$ cat src/rtl/div_ctrl.sv
// Radix-2 restoring divider with its execute-stage sequencing for MIPS DIV/DIVU.
// Produces one quotient bit per cycle and holds the pipeline until HI/LO are written.
module div_ctrl #(
  parameter int WIDTH = 32,
  parameter int CNT_W = 6
) (
  input  logic             clk,
  input  logic             rst,
  input  logic             start,
  input  logic             signed_div,
  input  logic [WIDTH-1:0] a,
  input  logic [WIDTH-1:0] b,
  input  logic             annul,
  output logic             stall_div,
  output logic             busy,
  output logic             ready,
  output logic [WIDTH-1:0] hi,
  output logic [WIDTH-1:0] lo
);

  localparam logic [1:0] IDLE = 2'd0;
  localparam logic [1:0] RUN  = 2'd1;
  localparam logic [1:0] DONE = 2'd2;

  localparam logic [CNT_W-1:0] LAST = CNT_W'(WIDTH - 1);

  function automatic logic [WIDTH-1:0] cond_neg(input logic [WIDTH-1:0] v, input logic neg);
    return neg ? (~v + WIDTH'(1)) : v;
  endfunction

  logic [1:0]       state;
  logic [CNT_W-1:0] cnt;
  logic [WIDTH-1:0] rem;
  logic [WIDTH-1:0] quo;
  logic [WIDTH-1:0] dvs;
  logic             sign_q;
  logic             sign_r;

  logic [WIDTH:0]   rem_sh;
  logic [WIDTH+1:0] diff;
  logic             ge;
  logic [WIDTH-1:0] rem_next;
  logic [WIDTH-1:0] quo_next;
  logic             neg_a;
  logic             neg_b;

  // One restoring step: diff can never exceed 2^WIDTH when non-negative, so
  // both top bits being clear is the "fits" test.
  always_comb begin
    rem_sh   = {rem, quo[WIDTH-1]};
    diff     = {1'b0, rem_sh} - {2'b00, dvs};
    ge       = ~|diff[WIDTH+1:WIDTH];
    rem_next = ge ? diff[WIDTH-1:0] : rem_sh[WIDTH-1:0];
    quo_next = {quo[WIDTH-2:0], ge};
    neg_a    = signed_div & a[WIDTH-1];
    neg_b    = signed_div & b[WIDTH-1];
  end

  always_comb begin
    stall_div = 1'b0;
    if (rst && !annul) begin
      case (state)
        IDLE:    stall_div = start;
        RUN:     stall_div = 1'b1;
        default: stall_div = 1'b0;
      endcase
    end
  end

  assign busy  = (state != IDLE);
  assign ready = (state == DONE) && !annul;

  always_ff @(posedge clk or negedge rst) begin
    if (!rst) begin
      state  <= IDLE;
      cnt    <= '0;
      rem    <= '0;
      quo    <= '0;
      dvs    <= '0;
      sign_q <= 1'b0;
      sign_r <= 1'b0;
      hi     <= '0;
      lo     <= '0;
    end else if (annul) begin
      state <= IDLE;
      cnt   <= '0;
    end else begin
      case (state)
        IDLE: begin
          if (start) begin
            sign_q <= neg_a ^ neg_b;
            sign_r <= neg_a;
            rem    <= '0;
            quo    <= cond_neg(a, neg_a);
            dvs    <= cond_neg(b, neg_b);
            cnt    <= '0;
            if (b == '0) begin
              lo    <= '1;
              hi    <= a;
              state <= DONE;
            end else begin
              state <= RUN;
            end
          end
        end
        RUN: begin
          rem <= rem_next;
          quo <= quo_next;
          cnt <= cnt + CNT_W'(1);
          if (cnt == LAST) begin
            lo    <= cond_neg(quo_next, sign_q);
            hi    <= cond_neg(rem_next, sign_r);
            state <= DONE;
          end
        end
        default: begin
          state <= IDLE;
        end
      endcase
    end
  end

endmodule
$ cat config.mk
export PLATFORM = sky130hd
export DESIGN_NAME = div_ctrl
export DESIGN_NICKNAME = d
export VERILOG_FILES = /design/src/rtl/div_ctrl.sv
export SDC_FILE = /design/constraint.sdc
export NUM_CORES = 1
export LEC_CHECK = 0
export BUFFER_PORTS_ARGS = -buffer_cell sky130_fd_sc_hd__buf_2
export CAP_MARGIN = 10
export CORE_MARGIN = 4
export CORE_UTILIZATION = 45
export DETAILED_ROUTE_END_ITERATION = 16
export PLACE_DENSITY = 0.7
export SYNTH_ARGS = -nofsm -noshare
export SYNTH_HDL_FRONTEND = slang
export SYNTH_SLANG_ARGS = --single-unit
$ cat constraint.sdc
create_clock -name clk -period 6.3 [get_ports clk]
set_input_delay 0.945 -clock clk [delete_from_list [all_inputs] [get_ports clk]]
set_output_delay 0.945 -clock clk [all_outputs]
set_load 0.02 [all_outputs]
==> metrics.md, run 1 <==
| Metric | Value |
|---|---|
| Number of max-cap violations | 0 |
| Clock sink total | 170 |
| First-pass GRT wire length | between 50000 and 60000 microns |
| Sequential-to-total area share from yosys stat | 0.345 |
| Count of buffers added by post-CTS timing repair for setup | 0 |
| Vias/cell | 5.83 |
| Number of buffers on the longest clock path | 2 |
| Cell Pwr Density | between 400 and 500 mW/mm^2 |
| Final-layout fill cell count | 2627 |
| Number of nets in the layout | ~1.7k |
| Die Y | 173 microns |
| Detail-routed net length per standard cell | 18.5 microns |
| Number of DRC violations after detailed routing | 0 |
| Worst r2r src | quo[31]$_DFFE_PN0P_ |
| Worst rel slew slack | 0.329 |
| Level count of the clock H-tree | 4 |
| Pin count of the biggest net entering global routing | roughly 70 |
| WP buf/inv | 2 |
| Pin slew with the least headroom to its limit | 1010 ps |
| Antenna violations before repair | 1 |
| Delay of the slowest cell on the worst path | 570 ps |
| Slew Viols, Final | 0 |
| Multi-input combinational cell area | 0.00750 sq mm |
| Final setup violating endpoints | 0 |
| Register-to-register setup slack | about 570 ps |
| Port Buffers | 135 |
| Launching element type of the critical path | register |
| Number of endpoints with negative hold slack in the final report | 0 |
| Kind of capture point of the worst setup path | register |
| Total leakage power | 5.95 nW |
| Post-Synthesis Cell Area | 0.0123 sq mm |
| Kind of critical path | reg2reg |
| Latest clock arrival within the worst-skew pair | 440 ps |
| FF-to-FF End | hi[28]$_DFFE_PN0P_ |
| Critical Path Fanout Max | 24 |
| Resize count post-CTS | 0 |
| Number of cell rows | 60 |
| Post-layout instance count excluding filler cells | 1967 |
| Cells after Synth | 1524 |
| Core footprint | between 0.02 and 0.03 sq mm |
| Library cells used by synthesis | 89 |
| Global-route total usage across every layer | 0.237 |
| Fin crit period | 5730 ps |
| Data required time at the worst endpoint | ~6600 ps |
| Start point of the critical path | quo[31]$_DFFE_PN0P_ |
| Arrival time of data at the critical path endpoint | about 6100 ps |
| Clock edge transition at the registers on the reported setup and hold paths | 80 ps |
| Final period utilization | 0.909 |
| Final wirelength | 36300 microns |
| Total via count in the routed design | 11.5k |
| Cell class contributing the biggest share of worst-path delay | simple AND/OR/NAND/NOR gates |
| Most used DFF post-synth | dfrtp_1 |
| Syn Area/Cell | 8.08 sq um |
| Slowest CP cell | or2_2 |
| Post-DRT Antenna Nets | 0 |
| Total negative slack for setup checks | 0 ps |
| Layout Area Growth over Synthesis | 11.8% |
| Area leader, netlist | dfrtp_1 |
| Post-synth EDFFs | 0 |
| Power consumption | 5.62 mW |
| Total inserted antenna cells | 0 |
| Count of placed standard cells including taps | 1934 |
| Global placement routability congestion | 0.907 |
| Initial standard-cell utilization of the core | 0.457 |
| Syn_nets | 1631 |
| Smallest hold slack | 470 ps |
| First-pass detailed-route iteration total | 5 |
| Root buf cell | clkbuf_16 |
| CTS Hold Bufs | 0 |
| Timing-limited maximum frequency | 175 MHz |
| YS warnings | 0 |
| CTS tree | yes |
| Register area | 0.00425 sq mm |
| Run status | completed |
| Cell types with the largest area share after synthesis | dfrtp_1 (35%), a21oi_1 (6.9%), xor2_1 (5.6%) |
| Cell area reported after detailed placement | 0.0132 sq mm |
| Chip width | 173 microns |
| Cell chain of the critical path | inv_1, ha_1, inv_1, fa_1, a211oi_2, o211ai_2, nand3_1, nand3_2, a21oi_4, and2_1, or2_2, nand2_1, o21ai_0, ha_1, nand2_1, or4_1, nor2_1, o2111ai_1, o32a_4, or3b_1, o21ai_1, xnor2_1, o21ai_1 |
| Ports placed on the boundary | 136 |
| Path type of the worst min-delay path | in2async |
| Cell area after layout | between 0.01 and 0.015 sq mm |
| Global-route congestion overflow total | 0 |
| Half-perimeter wire length after detailed placement | 27800 microns |
| Max IR drop VDD | 0.000224 V |
| Overall die area | 0.0301 sq mm |
| Fraction of final layout cells sized beyond drive strength 1 | 0.143 |
| Vias in the first global route | 10.8k |
| Post-synthesis sequential element count | 170 |
| Count of cells along the worst register-to-register path | 23 |
| Fraction of synthesis flops using an asynchronous set or reset pin | 1.00 |
| RSZ-0062 raised after global routing | false |
| Top-area cell type share of the netlist area | 0.345 |
| Number of buffers added by the clock tree synthesis step | 17 |
| Violation count after the first detailed-routing iteration | 1013 |
| Maximum clock skew at final layout | 12.0 ps |
[Yosys cell counts, types with 7 or more instances]
cell / instances
clkbuf_1: 55
or4_1: 12
a21o_1: 12
nand2_1: 176
nor4_1: 20
xor2_1: 79
o41ai_1: 9
a31oi_1: 28
nor3b_1: 7
inv_1: 55
buf_2: 9
xnor2_1: 57
a21oi_1: 169
dfrtp_1: 170
or3_1: 25
o21ai_0: 131
nor2_1: 157
buf_1: 7
nor3_1: 24
and2_1: 16
o21ai_1: 21
nand3_1: 28
nand4_1: 7
a211oi_1: 13
ha_1: 37
mux2_2: 10
o31ai_1: 17
o211ai_1: 8
nor2b_1: 7
mux2i_1: 30
and3_1: 14
[routing by layer]
layer	routed length (microns)	share of wire	track usage	up-vias
li1	-	-	-	5599
met1	16500	0.45	0.331	5402
met2	16100	0.44	0.373	410
met3	2540	0.070	0.0441	55
met4	1180	0.032	0.0775	2
met5	11	0.00030	0	-
[sequential cells by signal, summed over array words and instances, names as in the netlist]
signal and count:
dvs 32, hi 32, lo 32, quo 32, rem 32, cnt 6, state 2, sign_q 1
sign_r 1
[cells by family (layout without fill, tap and decap cells)]
group / after synthesis / count (layout) / share of synthesized area
AND/OR/NAND/NOR: 527 / 527 / 0.202
flip-flops: 170 / 170 / 0.345
AO/OA/AOI/OAI: 474 / 474 / 0.233
adder cells (fa/ha/maj): 38 / 38 / 0.0392
multiplexers: 43 / 43 / 0.0367
XOR/XNOR: 136 / 136 / 0.0967
buffers and inverters: 136 / 238 / 0.0465
[worst max-delay path by stage]
stage | to | cells after the start | slack (ps)
6_report | hi[28]$_DFFE_PN0P_ | 23 | 570
5_1_grt | hi[28]$_DFFE_PN0P_ | 20 | 280
4_1_cts | hi[28]$_DFFE_PN0P_ | 20 | 650
3_5_place_dp | hi[28]$_DFFE_PN0P_ | 20 | 660
3_3_place_gp | hi[28]$_DFFE_PN0P_ | 23 | 810
2_1_floorplan | hi[28]$_DFFE_PN0P_ | 27 | 1260
[power by group]
part           internal [mW]  leakage, nW  switching [mW]
Combinational          0.992         3.65            1.72
Clock                  0.533        0.274           0.497
Sequential              1.48         2.03           0.396
Total                   3.01         5.95            2.61
[final cells by class]
type | instances | area share
Tap cell | 341 | 0.0310
Sequential cell | 170 | 0.309
Clock buffer | 18 | 0.0319
Timing Repair Buffer | 149 | 0.0577
Multi-Input combinational cell | 1218 | 0.545
Clock inverter | 14 | 0.00999
Inverter | 57 | 0.0157
[metrics by stage]
step           setup WS, ps   util
2_1_floorplan          1260      -
5_1_grt                 279  0.511
3_3_place_gp            805  0.489
3_5_place_dp            658  0.489
6_report                570  0.511
4_1_cts                 645  0.510
[worst register-to-register path: cells and delay by family (launching register included)]
family / cells / cell delay (ps)
buffers and inverters: 2 / 140
flip-flops: 1 / 400
XOR/XNOR: 1 / 140
AND/OR/NAND/NOR: 9 / 2410
AO/OA/AOI/OAI: 8 / 1640
adder cells (fa/ha/maj): 3 / 880
[cells in the final DEF, fill, tap and decap left out, drive strengths merged, types with 14 or more instances in the layout]
cell type / instances
xor2: 79
or3: 25
o31ai: 19
clkbuf: 18
ha: 37
dfrtp: 170
buf: 149
nand2: 177
o21ai: 153
nor4: 20
a211oi: 15
inv: 61
nand3: 30
xnor2: 57
nor3: 25
a31oi: 28
nor2: 158
mux2i: 32
a21oi: 174
and2: 16
and3: 14
Power figures use the tool's default switching activity.
==> run 2: changes to the inputs <==
clock period = 5.3 ns   (was 6.3 ns; I/O delays follow)
==> metrics.md, run 2 (synthesis gave the netlist of run 1 again) <==
| Metric | Value |
|---|---|
| Run status | completed |
| Die Y | 173 microns (unchanged) |
| Overall die area | 0.0301 sq mm (unchanged) |
| Number of buffers added by the clock tree synthesis step | 17 (unchanged) |
| Violation count after the first detailed-routing iteration | 907 (-10%) |
| Core footprint | 0.0270 sq mm (unchanged) |
| Kind of critical path | reg2reg |
| Fin crit period | 5070 ps (-659 ps) |
| Chip width | 173 microns (unchanged) |
| Launching element type of the critical path | register |
| Most frequent cells in the layout | nand2_1 (176), dfrtp_1 (170), a21oi_1 (169), nor2_1 (156), buf_2 (134) |
| Global placement routability congestion | 0.900 (-0.68%) |
| Fraction of final layout cells sized beyond drive strength 1 | 0.151 (+0.00863) |
| Number of nets in the layout | 1733 (+0.76%) |
| Timing-limited maximum frequency | 197 MHz (+13%) |
| Power consumption | 6.78 mW (+21%) |
| Final period utilization | 0.957 (+0.0473) |
| Final-layout fill cell count | 2569 (-2.2%) |
| Worst rel slew slack | 0.296 (-0.0327) |
| Multi-input combinational cell area | 0.00751 sq mm (+0.12%) |
| Global-route congestion overflow total | 0 (unchanged) |
| Number of endpoints with negative hold slack in the final report | 0 (unchanged) |
| Layout Area Growth over Synthesis | 13.1% |
| Pin count of the biggest net entering global routing | 130 (+91%) |
| Latest clock arrival within the worst-skew pair | 450 ps (about the same) |
| Post-DRT Antenna Nets | 0 (unchanged) |
| Path type of the worst min-delay path | in2async |
| Number of max-cap violations | 0 (unchanged) |
| Antenna violations before repair | 2 (+1) |
| First-pass GRT wire length | 57000 microns (-1.7%) |
| Number of cell rows | 60 (unchanged) |
| First-pass detailed-route iteration total | 5 (unchanged) |
| Half-perimeter wire length after detailed placement | 27200 microns (-2.1%) |
| Detail-routed net length per standard cell | 18.1 microns (-1.7%) |
| Minimum setup slack after placement | 120 ps (-538 ps) |
| Total via count in the routed design | 11.5k (+0.68%) |
| Total inserted antenna cells | 0 (unchanged) |
| Vias/cell | 5.83 (about the same) |
| Cell Pwr Density | 487 mW/mm^2 (+19%) |
| Port Buffers | 135 (unchanged) |
| Root buf cell | clkbuf_16 |
| Data required time at the worst endpoint | 5630 ps (-990 ps) |
| Final setup violating endpoints | 0 (unchanged) |
| CTS tree | yes |
| Max IR drop VDD | 0.000254 V (+13%) |
| Number of buffers on the longest clock path | 2 (unchanged) |
| Initial standard-cell utilization of the core | 0.457 (unchanged) |
| Register area | 0.00425 sq mm (unchanged) |
| Arrival time of data at the critical path endpoint | 5400 ps (-650 ps) |
| Final wirelength | 35900 microns (-1.1%) |
| Clock edge transition at the registers on the reported setup and hold paths | 80 ps (about the same) |
| Slew Viols, Final | 0 (unchanged) |
| Vias in the first global route | 10.6k (-1.5%) |
| Number of DRC violations after detailed routing | 0 (unchanged) |
| Pin slew with the least headroom to its limit | 1060 ps (+49.0 ps) |
| Total leakage power | 6.03 nW (+1.4%) |
| Level count of the clock H-tree | 4 (unchanged) |
| Most common cell after layout, fill and taps aside | nand2_1 |
| Ports placed on the boundary | 136 (unchanged) |
| Final setup margin | 229 ps (-341 ps) |
| Maximum clock skew at final layout | 16.5 ps (+4.59 ps) |
| Critical Path Fanout Max | 8 (-67%) |
| Global-route total usage across every layer | 0.231 (-0.00555) |
| Kind of capture point of the worst setup path | register |
| Clock sink total | 170 (unchanged) |
## run 2: cell types whose count changed in the layout (fill, tap and decap cells not counted), moves of 2 or more
cell        before  now
buf_4           13   26
inv_6            2    4
clkinvlp_4       3    1
clkinv_8         2    5
clkinv_4         3    1
## run 2: area by class of cell
cell class | instances | area share
inverter | 57 | 0.0155
sequential | 170 | 0.305
clock buffer | 17 | 0.0305
multi-input combinational | 1218 | 0.539
tap | 341 | 0.0306
timing repair buffer | 162 | 0.0644
clock inverter | 15 | 0.0141
## run 2: per-stage QoR
| stage | utilization | TNS [ps] | cells | hold slack (ps) | area (sq um) |
|---|---|---|---|---|---|
| after floorplan | - | 0 | 1524 | 452 | 12300 |
| after detailed placement | 0.493 | 0 | 1946 | 472 | 13300 |
| after global routing | 0.517 | -17.1 | 1980 | 290 | 13900 |
| final | 0.517 | 0 | 1980 | 271 | 13900 |
| after CTS | 0.516 | 0 | 1978 | 272 | 13900 |
| after global placement | 0.493 | 0 | 1946 | 466 | 13300 |
## run 2: power by group
group          internal (mW)  switching (mW)  total [mW]
Clock                  0.683           0.630        1.31
Sequential              1.76           0.448        2.21
Combinational           1.20            2.06        3.25
Total                   3.64            3.13        6.78
## run 2: path summary, 6_finish.rpt
check	from	to	slack, ps	cells after the start
min in group clk	hi[2]$_DFFE_PN0P_	hi[2]$_DFFE_PN0P_	480	1
min reg2reg	hi[2]$_DFFE_PN0P_	hi[2]$_DFFE_PN0P_	480	1
max reg2reg	quo[31]$_DFFE_PN0P_	hi[28]$_DFFE_PN0P_	230	23
min	rst	hi[25]$_DFFE_PN0P_	270	1
max	quo[31]$_DFFE_PN0P_	hi[28]$_DFFE_PN0P_	230	23
max in group asynchronous	rst	rem[9]$_DFFE_PN0P_	3960	2
## run 2: routing by layer
layer / vias to the layer above / global-route usage / share of wire
li1: 5628 / - / -
met5: - / 0 / 0.00019
met1: 5454 / 0.325 / 0.46
met3: 43 / 0.0351 / 0.064
met4: 2 / 0.0639 / 0.019
met2: 419 / 0.373 / 0.45
## run 2: repair_timing
| action | 4_1_cts | 5_1_grt |
|---|---|---|
| buffers inserted | 0 | 2 |
| hold endpoints to repair | 0 | 0 |
| endpoints found under the setup margin | 0 | 4 |
| gates resized for setup | 0 | 3 |
| hold buffers | 0 | 0 |
## run 2: worst max-delay path, stage by stage (launching register included)
cell and delay (ps):
dfrtp_1 400, inv_1 80, ha_1 170, inv_1 50, fa_1 420, a211oi_2 260
o211ai_2 150, nand3_1 170, nand3_2 130, a21oi_4 230, a211oi_4 70, or2_2 410
inv_4 90, mux2i_2 240, ha_1 210, nand2_1 50, or4_1 430, nor2_2 150
o2111ai_1 190, o32a_4 300, or3b_1 380, o21ai_1 170, xnor2_1 130, o21ai_1 70
